`config.mk`:
```
export PLATFORM = sky130hd
export DESIGN_NAME = dc02_tx_scheduler
export DESIGN_NICKNAME = d
export VERILOG_FILES = /design/src/rtl/dc02_pkg.sv /design/src/rtl/dc02_rr_arbiter.sv /design/src/rtl/dc02_tx_scheduler.sv
export SDC_FILE = /design/constraint.sdc
export NUM_CORES = 1
export LEC_CHECK = 0
export ABC_AREA = 1
export BUFFER_PORTS_ARGS = -buffer_cell sky130_fd_sc_hd__clkbuf_2
export CAP_MARGIN = 10
export CORE_ASPECT_RATIO = 1.2
export CORE_MARGIN = 2
export CORE_UTILIZATION = 50
export DETAILED_ROUTE_END_ITERATION = 12
export GPL_ROUTABILITY_DRIVEN = 0
export GPL_TIMING_DRIVEN = 0
export PLACE_DENSITY = 0.85
export SLEW_MARGIN = 20
export SYNTH_ARGS = -nofsm -noshare
export SYNTH_HDL_FRONTEND = slang
export SYNTH_SLANG_ARGS = --single-unit
```
`constraint.sdc`:
```
create_clock -name CLOCK -period 2.8 [get_ports CLOCK]
set_input_delay 0.14 -clock CLOCK [delete_from_list [all_inputs] [get_ports CLOCK]]
set_output_delay 0.14 -clock CLOCK [all_outputs]
set_load 0.01 [all_outputs]
```
`src/rtl/dc02_pkg.sv`:
```
// Shared definitions for the DC02 terminal multiplexor blocks.
//   - NLINES_MAX : upper bound on terminal lines any DC02 block serves
//   - line_idx_t : 3-bit line number carried with every character
//   - tx_state_e : printer-side scheduler FSM states
//   - ARM_STAT_* : bit positions of the ARM-visible DC02 status word, so the
//                  busy vector read by the ARM lines up with the register block
package dc02_pkg;

  localparam int NLINES_MAX = 8;

  typedef logic [2:0] line_idx_t;

  typedef enum logic {
    ST_SCAN  = 1'b0,
    ST_OFFER = 1'b1
  } tx_state_e;

  // ARM status word: [7:0] printer pacing busy, [15:8] printer buffer full.
  localparam int ARM_STAT_BUSY_LSB   = 0;
  localparam int ARM_STAT_BUSY_MSB   = ARM_STAT_BUSY_LSB + NLINES_MAX - 1;
  localparam int ARM_STAT_PRFULL_LSB = ARM_STAT_BUSY_MSB + 1;
  localparam int ARM_STAT_PRFULL_MSB = ARM_STAT_PRFULL_LSB + NLINES_MAX - 1;

endpackage

```
`src/rtl/dc02_rr_arbiter.sv`:
```
// Combinational round-robin picker.
//   req       : request bit per line
//   ptr       : line to consider first (must be < N)
//   gnt_idx   : first requesting line at or after ptr, wrapping modulo N
//   gnt_valid : at least one request present
module dc02_rr_arbiter
  import dc02_pkg::*;
#(
  parameter int N = 6
) (
  input  logic [N-1:0] req,
  input  line_idx_t    ptr,
  output line_idx_t    gnt_idx,
  output logic         gnt_valid
);

  always_comb begin
    int j;
    gnt_idx   = '0;
    gnt_valid = 1'b0;
    j         = 0;
    for (int i = 0; i < N; i++) begin
      j = int'(ptr) + i;
      if (j >= N) j = j - N;
      if (!gnt_valid && req[j]) begin
        gnt_valid = 1'b1;
        gnt_idx   = line_idx_t'(j);
      end
    end
  end

endmodule

```
`src/rtl/dc02_tx_scheduler.sv`:
```
// DC02 printer-side transmit scheduler.
// Scans the printer-buffer-full bits round-robin, hands one character at a
// time (with its line number) to a shared byte channel, then paces each line
// at emulated character time before signalling the printer ready again.
//   CLOCK, RESET : clock, synchronous active-high reset
//   enable       : gates new grants; an offer already made still completes
//   prfulls      : buffer-full bit per line (from DC02)
//   prchars      : 12-bit character per line, line n at [12n+11:12n]
//   prfull_clr   : one-cycle pulse, character of line n latched
//   prflag_set   : one-cycle pulse, line n character time elapsed
//   out_valid/out_ready/out_line/out_char : downstream byte channel
//   busy         : line n is pacing
//   state_dbg    : current FSM state (0 = SCAN, 1 = OFFER)
//
// Handshake: out_valid rises with a stable {out_line, out_char} and stays
// high, payload unchanged, until the first cycle where out_ready is also high;
// the transfer happens on that clock edge. out_ready may be high beforehand.
module dc02_tx_scheduler
  import dc02_pkg::*;
#(
  parameter int NLINES  = 6,
  parameter int PACEDIV = 100000,
  parameter int TMRW    = 17
) (
  input  logic                 CLOCK,
  input  logic                 RESET,
  input  logic                 enable,
  input  logic [NLINES-1:0]    prfulls,
  input  logic [NLINES*12-1:0] prchars,
  output logic [NLINES-1:0]    prfull_clr,
  output logic [NLINES-1:0]    prflag_set,
  output logic                 out_valid,
  output logic [2:0]           out_line,
  output logic [7:0]           out_char,
  input  logic                 out_ready,
  output logic [NLINES-1:0]    busy,
  output logic                 state_dbg
);

  tx_state_e          state_q, state_d;
  logic               out_valid_q, out_valid_d;
  line_idx_t          line_q, line_d;
  logic [7:0]         char_q, char_d;
  logic [NLINES-1:0]  clr_q, clr_d;
  logic [NLINES-1:0]  pend_q, pend_d;
  line_idx_t          rr_q, rr_d;
  logic [NLINES-1:0]  accept_v;
  logic [NLINES-1:0]  busy_v;
  logic [NLINES-1:0]  flag_v;
  logic [NLINES-1:0]  eligible;
  line_idx_t          gnt_idx;
  logic               gnt_valid;

  // pend covers the window between the grant and the DC02 dropping prfull,
  // so the same character is never granted twice.
  assign eligible = prfulls & ~busy_v & ~pend_q;

  dc02_rr_arbiter #(.N(NLINES)) u_arb (
    .req       (eligible),
    .ptr       (rr_q),
    .gnt_idx   (gnt_idx),
    .gnt_valid (gnt_valid)
  );

  always_comb begin
    state_d     = state_q;
    out_valid_d = out_valid_q;
    line_d      = line_q;
    char_d      = char_q;
    clr_d       = '0;
    pend_d      = pend_q;
    rr_d        = rr_q;
    accept_v    = '0;
    case (state_q)
      ST_SCAN: begin
        if (enable && gnt_valid) begin
          state_d         = ST_OFFER;
          out_valid_d     = 1'b1;
          line_d          = gnt_idx;
          char_d          = prchars[12*int'(gnt_idx) +: 8];
          clr_d[gnt_idx]  = 1'b1;
          pend_d[gnt_idx] = 1'b1;
          rr_d            = (int'(gnt_idx) == NLINES - 1) ? '0 : gnt_idx + 3'd1;
        end
      end
      ST_OFFER: begin
        if (out_valid_q && out_ready) begin
          state_d          = ST_SCAN;
          out_valid_d      = 1'b0;
          pend_d[line_q]   = 1'b0;
          accept_v[line_q] = 1'b1;
        end
      end
      default: state_d = ST_SCAN;
    endcase
  end

  always_ff @(posedge CLOCK) begin
    if (RESET) begin
      state_q     <= ST_SCAN;
      out_valid_q <= 1'b0;
      line_q      <= '0;
      char_q      <= '0;
      clr_q       <= '0;
      pend_q      <= '0;
      rr_q        <= '0;
    end else begin
      state_q     <= state_d;
      out_valid_q <= out_valid_d;
      line_q      <= line_d;
      char_q      <= char_d;
      clr_q       <= clr_d;
      pend_q      <= pend_d;
      rr_q        <= rr_d;
    end
  end

  // Per-line pacing timers. The flag pulse is decoded from the timer having
  // reached zero, so it lands PACEDIV+1 cycles after acceptance.
  for (genvar n = 0; n < NLINES; n++) begin : g_pace
    logic [TMRW-1:0] timer_q, timer_d;
    logic            busy_q, busy_d;

    always_comb begin
      timer_d = timer_q;
      busy_d  = busy_q;
      if (accept_v[n]) begin
        busy_d  = 1'b1;
        timer_d = TMRW'(PACEDIV);
      end else if (busy_q) begin
        if (timer_q == '0) busy_d = 1'b0;
        else               timer_d = timer_q - TMRW'(1);
      end
    end

    always_ff @(posedge CLOCK) begin
      if (RESET) begin
        timer_q <= '0;
        busy_q  <= 1'b0;
      end else begin
        timer_q <= timer_d;
        busy_q  <= busy_d;
      end
    end

    assign busy_v[n] = busy_q;
    assign flag_v[n] = busy_q && (timer_q == '0);
  end

  assign prfull_clr = clr_q;
  assign prflag_set = flag_v;
  assign out_valid  = out_valid_q;
  assign out_line   = line_q;
  assign out_char   = char_q;
  assign busy       = busy_v;
  assign state_dbg  = logic'(state_q);

endmodule

```
[After elaboration in Yosys (flattened, before gate mapping)]
Index checks and enable logic that the tools add are counted.
Operators by class
  add/sub/neg operators: 18
  multipliers: 1
  order comparisons: 16
  equality and inequality tests: 9
  shift-type cells: 1
  mux-type cells: 88
  bitwise logic cells: 15
  reductions and logical operators: 53
Operator list (count)
  $mux 17: 18
  $lt 32x5->1 const B: 6
  $mux 32: 6
  $ge 32x4->1 const B: 5
  $sub 32x4->32 const B: 5
  $logic_not 17->1: 6
  $sub 17x1->17 const B: 6
  $shiftx 72x8->8: 1
  $mux 1: 42
  $reduce_and 2->1: 14
  $mux 6: 4
  $mux 3: 7
  $and 6x6->6: 3
  $bmux 1 s3: 6
  $not 6->6: 3
  $logic_and 1x1->1: 15
  $ne 2x2->1 const B: 7
  $pmux 6 s2: 1
  $reduce_bool 2->1: 6
  $reduce_or 2->1: 6
  $add 3x2->4 const B: 2
  $add 3x3->4 const B: 2
  $lt 3x4->1 const B: 2
  $not 1->1: 8
  13 further kinds: 20
Word-level totals
  flip-flop bits (word level): 136
  input bits: 82
  output and inout bits: 31

[Longest topological paths before layout]
Gate-level depths: netlist of the first run.
  word-level depth: 29
  mapped depth: 21

[Hierarchy]
From an unflattened synthesis of the first run, not the netlist that was laid out.
Second synthesis, totals
  cell total of the unflattened synthesis: 1385
  area, all modules: 8740.9 um^2
Modules (own cells, without submodules)
  dc02_tx_scheduler: times used 1, cells an instance 1232, area an instance 7853.8 um^2, sequential area each 2722.6 um^2
  dc02_rr_arbiter: times used 1, cells an instance 153, area an instance 887.1 um^2, sequential area each 0.0 um^2

[Worst setup path after synthesis of the first run]
Ideal clock, no wire load.
  kind: register to register
  start: register rr_q[1]
  end: register rr_q[2]
  library setup time: 116 ps
  arrival: 2596 ps
  required time: 2684 ps
  setup slack: 88 ps
  cell stages (with the launch flop): 19
  period minus slack after synthesis: 2712 ps
  path through: dfxtp_1 inv_1 ha_1 inv_1 ha_1 nand2_1 nand2_1 inv_1 nand3_1 nand2_2 nand3_1 nor2_1 nor2_2 nand3_4 buf_6 nand2_1 nand3_1 o211ai_1 inv_1
On the way
  word-level cells in the longest chain between the ends: 23
  elaborated cells between the ends (all ways): 68
  those cells by class: 12 x add/sub; 6 x order compare; 1 x eq/ne; 37 x mux; 12 x reduce/logical
Ends and longest elaborated chain
  start, declared: RTL line dc02_tx_scheduler.sv:46  | line_idx_t rr_q, rr_d;
  start signal, assigned: RTL line dc02_tx_scheduler.sv:114  | rr_q <= rr_d;
  branches (longest 23 deep; another with $sub 32x4->32)
Parallel ways; which one is timed is not known. The select of a mux whose other input is x is not followed.
A chain may end at the register's enable or synchronous reset.

[Worst setup path after layout of the first run]
  start: register rr_q[1]
  end: register char_q[5], in the netlist out_char[5]
On the way
  word-level cells in the longest chain between the ends: 23
  elaborated cells between the ends (all ways): 67
  those cells by class: 11 x add/sub; 1 x mul; 6 x order compare; 1 x shift; 36 x mux; 12 x reduce/logical
Ends and longest elaborated chain
  branches (longest 23 deep; another with $sub 32x4->32)
  end signal, assigned: RTL line dc02_tx_scheduler.sv:111  | char_q <= char_d;
  end, declared: RTL line dc02_tx_scheduler.sv:43  | logic [7:0] char_q, char_d;
Parallel ways; which one is timed is not known. The select of a mux whose other input is x is not followed.

==> reports/metrics.cfg, run 1 <==
[drt]
drtAntennaViolNets=0
first_pass_iters=7
drc_errors=0
wl_um=26300
wire_per_inst_um=16.8
drt-initial-drc-count=1192
num_vias=9215
viasPerCell=5.89

[cells_and_area]
final_cells=1564
area_growth_syn_to_layout_pct=29.1
mostFrequentLayoutCell=nand2_1
drive_gt1_share_pct=24.0
final_cell_mix=212 x nand2_1, 171 x inv_1, 145 x nor2_1
diodes=0
fin_nets=1445

[timing]
rsz0062_at_grt=true
skew_ns=0.0273
max_freq_mhz=301
fin_ws_ns=-0.524
finalHoldViolCount=0
setup_violations=27
post-route-period-util_pct=119
slew_headroom_pct=48.7
worst_pin_slew_ns=0.770
drv_slew=0
hold-worst-slack_ns=0.0114
layout_min_cycle_time_ns=3.32

[synth]
yosysTopAreaCell=dfxtp_1
synth_area_um2=7820
synth_seq_cells=136
syn_inst=1196
syn_avg_cell_area_um2=6.54
yosysUniqueCellTypes=47
synth_nets=1296
yosysSeqAreaShare_pct=34.8
synth_top_area_share_pct=34.8
ys_warn_count=0
synthTopCellsByArea=dfxtp_1 35%, nand2_1 11%, inv_1 8.5%, nand3_1 8.5%, nor2_1 7.3%

[placed_design]
preCtsSetupSlack_ns=-0.574
place_inst=1492
hpwlAfterDp_um=14800
io_buffers=88

[floorplanning]
start_util_pct=50.6
die_w_um=118
core-area_um2=15500
die_h_um=141
die_area_um2=16700
rows=50
pin_count=113

[critical_path]
cp_max_fo=5
crit_type=reg2reg
arrival_ns=3.65
critPathLaunchType=flop
required_ns=3.13
endpoint_kind=flop

[grt]
grt_pass1_wl_um=34800
grt_pass1_vias=7667
grt_max_degree=17
grt-ovfl-total=0
grt_use_total_pct=25.3
antenna_found_initial=0

[run_status]
violations=negative setup slack
status=finished, violations left

[clock_network]
cts_buffers=17
cts_tree=done
clk_pin_slew_worst_paths_ns=0.06
htree_levels=4
clk_latency_ns=0.44
clock_sink_count=136
clk_path_buf_depth=2
ctsRootBufferMaster=clkbuf_16

[pwr]
ir_drop_mv=1.12
total_power_mw=14.8
leakagePower_nw=4.91
powerDensity_nw_per_um2=1470

[job]
maxCapViolCount=0

[worst_hold_path]
min_path_type=in2reg

==> critical path, stage by stage, from the launching register on <==
cell and delay, ns:
dfxtp_4 0.40, clkinvlp_4 0.17, buf_6 0.16, ha_4 0.24, nand2_4 0.10, nand4_1 0.16
nand2_4 0.14, nand2_1 0.07, nand3_1 0.12, nand2_2 0.12, nand3_2 0.14, nor2_1 0.07
nor2_1 0.37, nand3_1 0.34, nor2_2 0.33, nand3_1 0.13, nand3_1 0.09, a21oi_1 0.06
==> stage by stage <==
step,cell area (um2),util (%),TNS (ns)
after floorplan,7820,-,0
after global placement,8520,55.1,-9.92
after detailed placement,8520,55.1,-11.46
after CTS,9370,60.6,0
after global routing,10100,65.3,-10.74
final,10100,65.3,-9.10
==> cells in the mapped netlist (all sizes together) <==
library cell  count
nand2           241
inv             183
nor2            159
nand3           142
dfxtp           136
a21oi            92
o21ai            65
nor3             25
buf              19
ha               18
nand4            17
nor3b            13
clkbuf           12
nand3b           11
nor4             10
a211oi            8
or2               8
a31oi             6
xor2              5
a21boi            4
o31ai             4
o21a              3
xnor2             3
and2              2
and3              2
o211ai            2
a21o              1
o21bai            1
o22ai             1
o41ai             1
or3b              1
or4               1
==> cell type report <==
type,count,area [um2]
repair buffers,128,793
inverters,183,701
multi-input cells,848,4800
flip-flops and latches,136,2730
repair inverters,1,5.00
clock buffers,21,480
plain buffers,30,216
well taps,208,260
fillers,1195,5360
clock inverters,9,98.8
==> sequential cells by signal, summed over array words and instances (netlist names) <==
register	flops
out_char	8
pend_q	6
rr_q	3
prfull_clr	6
out_valid	1
g_pace.busy_q	6
g_pace.timer_q	102
state_dbg	1
out_line	3
==> per-layer routing <==
layer  vias to the layer above  global-route usage, %  routed length (um)  part of all wire (%)
met2                       629                   44.4               12300                    47
met3                       211                   5.14                2540                   9.6
met1                      4179                   29.8                9630                    37
met4                         0                   11.4                1840                   7.0
li1                       4196                      -                   -                     -
met5                         -                      0                   0                     0
==> power by group <==
| group | switching (mW) | internal, mW | leakage [nW] |
|---|---|---|---|
| Sequential | 0.173 | 2.13 | 1.10 |
| Clock | 0.852 | 1.38 | 0.294 |
| Combinational | 6.44 | 3.82 | 3.52 |
==> worst paths after layout <==
kind	to	from	cells past startpoint	slack, ns
hold reg to reg	g_pace[3].timer_q[16]	g_pace[3].timer_q[16]	2	0.46
setup / recovery	out_char[5]	rr_q[1]	17	-0.52
setup reg to reg	out_char[5]	rr_q[1]	17	-0.52
hold / removal	out_line[1]	RESET	2	0.01
==> timing repair <==
action	4_1_cts	5_1_grt
endpoints found under the setup margin	27	29
hold buffers	1	0
hold endpoints to repair	1	0
pin swaps	15	39
cloned	1	8
resized for setup	39	125
buffers inserted	15	18
==> cell families after synthesis <==
logic type	Yosys count	share of synthesized area, %
XOR/XNOR	8	0.992
AO/OA/AOI/OAI	188	13.1
adder cells (fa/ha/maj)	18	2.88
AND/OR/NAND/NOR	632	37.0
buffers and inverters	214	11.3
flip-flops	136	34.8
Note: power is estimated with default switching activity, not from simulation.
==> run 2: changes to the inputs <==
--- a/config.mk
+++ b/config.mk
@@ -14,7 +14,7 @@
 export DETAILED_ROUTE_END_ITERATION = 12
 export GPL_ROUTABILITY_DRIVEN = 0
 export GPL_TIMING_DRIVEN = 0
-export PLACE_DENSITY = 0.85
+export PLACE_DENSITY = 0.82
 export SLEW_MARGIN = 20
 export SYNTH_ARGS = -nofsm -noshare
 export SYNTH_HDL_FRONTEND = slang
==> constraint.sdc (replaced) <==
create_clock -name CLOCK -period 4 [get_ports CLOCK]
set_input_delay 0.2 -clock CLOCK [delete_from_list [all_inputs] [get_ports CLOCK]]
set_output_delay 0.2 -clock CLOCK [all_outputs]
set_load 0.01 [all_outputs]
==> run 2 against run 1 <==
The run now ends clean. Critical path depth decreased by 4. Non-clock buffer count decreased by 39. Total power decreased by 51%. Core utilization decreased by 6.3 points. Critical endpoint is now pend_q[3]. Largest cell class unchanged. Largest power group unchanged. Highest routed layer unchanged.
==> reports/metrics.cfg, run 2 (synthesis gave the netlist of run 1 again) <==
[critical_path]
required_ns=4.36
arrival_ns=3.75
cp_top_family=compound AO/OA/AOI/OAI gates
endpoint_kind=flop
cp_max_fo=10
cp_slowest_cell=dfxtp_1
r2r_slack_ns=0.61
critPathLaunchType=flop
slowest_delay_ns=0.52
crit_type=reg2reg
timing.critical_path.cells=inv_1 -> ha_1 -> o21ai_0 -> nand2_1 -> o21ai_1 -> nor2_1 -> o21ai_2 -> nand3b_1 -> nand3_2 -> inv_2 -> buf_4 -> nand3_1 -> a21oi_1
worst-path-buf-inv=3

[grt]
antenna_found_initial=0
grt_use_total_pct=24.2
grt_max_degree=17
grt-ovfl-total=0
grt_pass1_wl_um=33400
grt_pass1_vias=7561

[drt]
wire_per_inst_um=12.9
num_vias=8138
first_pass_iters=6
drtAntennaViolNets=0
drt-initial-drc-count=562
drc_errors=0
viasPerCell=5.34
wl_um=19700

[clock_network]
cts_resized=0
htree_levels=4
cts_tree=done
clk_latency_ns=0.43
cts_hold_buf=0
clk_path_buf_depth=2
clk_pin_slew_worst_paths_ns=0.06
ctsRootBufferMaster=clkbuf_16
cts_buffers=17
post-cts-setup-buffers=0
clock_sink_count=136

[job]
maxCapViolCount=0

[cells_and_area]
area_growth_syn_to_layout_pct=16.5
regMostFlops=g_pace.timer_q
largest_reg_flops=102
final_cells=1524
diodes=0
drive_gt1_share_pct=13.5
final_cell_mix=237 x nand2_1, 176 x inv_1, 153 x nor2_1
mostFrequentLayoutCell=nand2_1
fin_nets=1403

[floorplanning]
pin_count=113
core-area_um2=15500
rows=50
die_area_um2=16700
start_util_pct=50.6
die_w_um=118
die_h_um=141

[timing]
max_freq_mhz=295
slew_headroom_pct=56.1
skew_ns=0.00644
drv_slew=0
finalSetupTns_ns=0
worst_pin_slew_ns=0.658
setup_violations=0
rsz0062_at_grt=false
finalHoldViolCount=0
post-route-period-util_pct=84.8
layout_min_cycle_time_ns=3.39

[pwr]
ir_drop_mv=0.553
leakagePower_nw=4.53
powerDensity_nw_per_um2=796

[placed_design]
place_inst=1492
io_buffers=88
hpwlAfterDp_um=14700

[run_status]
status=finished, final reports clean

[worst_hold_path]
min_path_type=in2reg

## run 2: power breakdown
group	leakage (nW)	switching (mW)	internal, mW
Clock	0.282	0.647	0.929
Combinational	3.14	2.69	1.39
Sequential	1.10	0.107	1.49
Total	4.53	3.45	3.80
## run 2: path summary, 6_finish.rpt
check | cells past startpoint | end | start
hold / removal | 2 | out_line[1] | RESET
setup reg to reg | 13 | pend_q[3] | rr_q[1]
hold reg to reg | 2 | pend_q[4] | pend_q[4]
setup / recovery | 13 | pend_q[3] | rr_q[1]
## run 2: metrics by stage
| step | total power, mW | utilization (%) | cell area [um2] | hold slack, ns | setup slack, ns |
|---|---|---|---|---|---|
| after floorplan | 4.66 | - | 7820 | 0.278 | 1.29 |
| after global placement | 5.54 | 55.1 | 8520 | 0.437 | 0.730 |
| after detailed placement | 5.60 | 55.1 | 8520 | 0.440 | 0.699 |
| after CTS | 7.19 | 59.0 | 9110 | 0.0155 | 0.674 |
| after global routing | 7.79 | 59.0 | 9110 | 0.0354 | 0.390 |
| final | 7.25 | 59.0 | 9110 | 0.0223 | 0.610 |
## run 2: layout make-up
| class | count | area (um2) |
|---|---|---|
| plain buffers | 31 | 193 |
| clock buffers | 17 | 425 |
| clock inverters | 15 | 166 |
| fillers | 1424 | 6340 |
| inverters | 183 | 687 |
| multi-input cells | 846 | 4220 |
| flip-flops and latches | 136 | 2720 |
| well taps | 208 | 260 |
| repair buffers | 88 | 440 |
## run 2: layer usage
layer | wire length [um] | GRT usage [%] | up-vias
met5 | 0 | 0 | -
met4 | 556 | 9.77 | 0
met3 | 1180 | 6.11 | 52
met2 | 9570 | 42.6 | 256
met1 | 8390 | 28.0 | 3719
li1 | - | - | 4111
==> run 3: changes to the inputs <==
==> constraint.sdc (replaced) <==
create_clock -name CLOCK -period 3.2 [get_ports CLOCK]
set_input_delay 0.16 -clock CLOCK [delete_from_list [all_inputs] [get_ports CLOCK]]
set_output_delay 0.16 -clock CLOCK [all_outputs]
set_load 0.01 [all_outputs]
==> run 3 against run 2 <==
Total power grew 30%. Global-route usage is the same. Worst setup slack lost 0.37 ns. Sequential power grew 26%. Routed wire length grew 0.98%. Largest power group unchanged. Highest routed layer unchanged.
==> reports/metrics.cfg, run 3 (synthesis gave the netlist of run 1 again) <==
[run_status]
status=finished, final reports clean

[timing]
hold-worst-slack_ns=0.0144
max_freq_mhz=338
slew_headroom_pct=55.9
drv_slew=0
worst_pin_slew_ns=0.662
setup_violations=0
finalHoldViolCount=0
finalSetupTns_ns=0
skew_ns=0.00902
rsz0062_at_grt=false
layout_min_cycle_time_ns=2.96
post-route-period-util_pct=92.4
fin_ws_ns=0.245

[cells_and_area]
mostFrequentLayoutCell=nand2_1
register_area_um2=2730
largest_reg_flops=102
finalInstanceArea_um2=9240
area_growth_syn_to_layout_pct=18.2
fin_nets=1412
diodes=0
drive_gt1_share_pct=14.9
regMostFlops=g_pace.timer_q
final_core_util_pct=59.8
final_cell_mix=237 x nand2_1, 175 x inv_1, 152 x nor2_1
multiInputGateArea_um2=4260
nFillCells=1407

[floorplanning]
die_h_um=141
core-area_um2=15500
start_util_pct=50.6
die_w_um=118
rows=50
pin_count=113
die_area_um2=16700

[worst_hold_path]
hold_depth=3
min_to=state_dbg
hold_path.startpoint=enable
min_path_type=in2reg

[clock_network]
htree_levels=4
clk_path_buf_depth=2
clk_latency_ns=0.44
clock_sink_count=136
clk_pin_slew_worst_paths_ns=0.06
cts_buffers=17
cts_tree=done
ctsRootBufferMaster=clkbuf_16

[drt]
drt-initial-drc-count=607
drc_errors=0
drtAntennaViolNets=0
wl_um=19900
first_pass_iters=7
viasPerCell=5.30
wire_per_inst_um=13.0
num_vias=8127

[critical_path]
r2r_slack_ns=0.24
crit_start=rr_q[0]
required_ns=3.56
reg2reg_from=rr_q[0]
arrival_ns=3.32
timing.critical_path.cells=inv_2 -> buf_6 -> ha_4 -> o21ai_0 -> nand2_1 -> o21ai_2 -> nor2_1 -> o21ai_2 -> nand3b_1 -> nand3_2 -> inv_2 -> buf_4 -> nand4_1 -> a21oi_1
worstRegToRegCells=14
endpoint_kind=flop
reg2reg_to=pend_q[2]
slowest_delay_ns=0.39
crit_type=reg2reg
cp_slowest_cell=dfxtp_4
cp_max_fo=10
critPathLaunchType=flop

[pwr]
leakagePower_nw=4.57
ir_drop_mv=0.693
powerDensity_nw_per_um2=1020

[grt]
grt_max_degree=17
grt_use_total_pct=24.2
grt-ovfl-total=0
grt_pass1_vias=7563
grt_pass1_wl_um=33400
antenna_found_initial=0

[placed_design]
postPlaceCellArea_um2=8520
preCtsSetupSlack_ns=-0.101
hpwlAfterDp_um=14700
io_buffers=88

[job]
maxCapViolCount=0

## run 3: what timing repair did
item | in CTS | in global routing
resized for setup | 3 | 13
pin swaps | 0 | 2
endpoints found under the setup margin | 20 | 27
buffers inserted | 0 | 8
endpoints found under the hold margin | 1 | 0
hold buffers | 1 | 0
## run 3: worst max-delay path: cells and delay by family (launching register included)
family	cells	cell delay [ns]
AO/OA/AOI/OAI	4	0.85
adder cells (fa/ha/maj)	1	0.28
buffers and inverters	4	0.61
flip-flops	1	0.39
AND/OR/NAND/NOR	5	0.72
## run 3: metal layers
metal / track usage, % / vias up / share of wire (%)
li1: - / 4130 / -
met1: 28.0 / 3698 / 42
met2: 42.5 / 246 / 49
met3: 5.99 / 53 / 6.3
met4: 9.96 / 0 / 2.9
met5: 0 / - / 0
## run 3: report_power, final
group          total, mW  switching, mW  internal, mW  leakage (nW)
Sequential          2.00          0.137          1.87          1.10
Combinational       5.45           3.48          1.97          3.19
Clock               1.97          0.810          1.16         0.282
Total               9.42           4.43          5.00          4.57
## run 3: worst max-delay path by stage
stage / end / cells after the start / slack [ns]
floorplan: rr_q[2] / 18 / 0.49
global placement: pend_q[2] / 13 / -0.07
detailed placement: pend_q[2] / 13 / -0.10
CTS: pend_q[2] / 17 / 0.04
global route: out_char[0] / 19 / 0.008
finish: pend_q[2] / 14 / 0.24
## run 3: final cells by class
type	count	area share, %
Multi-Input combinational cell	846	46.1
Sequential cell	136	29.6
Inverter	183	7.48
Timing Repair Buffer	97	5.53
Clock buffer	17	4.60
Tap cell	208	2.82
Buffer	31	2.10
Clock inverter	15	1.80
## run 3: metrics by stage
step	total power [mW]	instances
6_report	9.42	1533
5_1_grt	10.1	1533
4_1_cts	9.01	1525
3_5_place_dp	7.00	1492
3_3_place_gp	6.92	1492
2_1_floorplan	5.83	1196
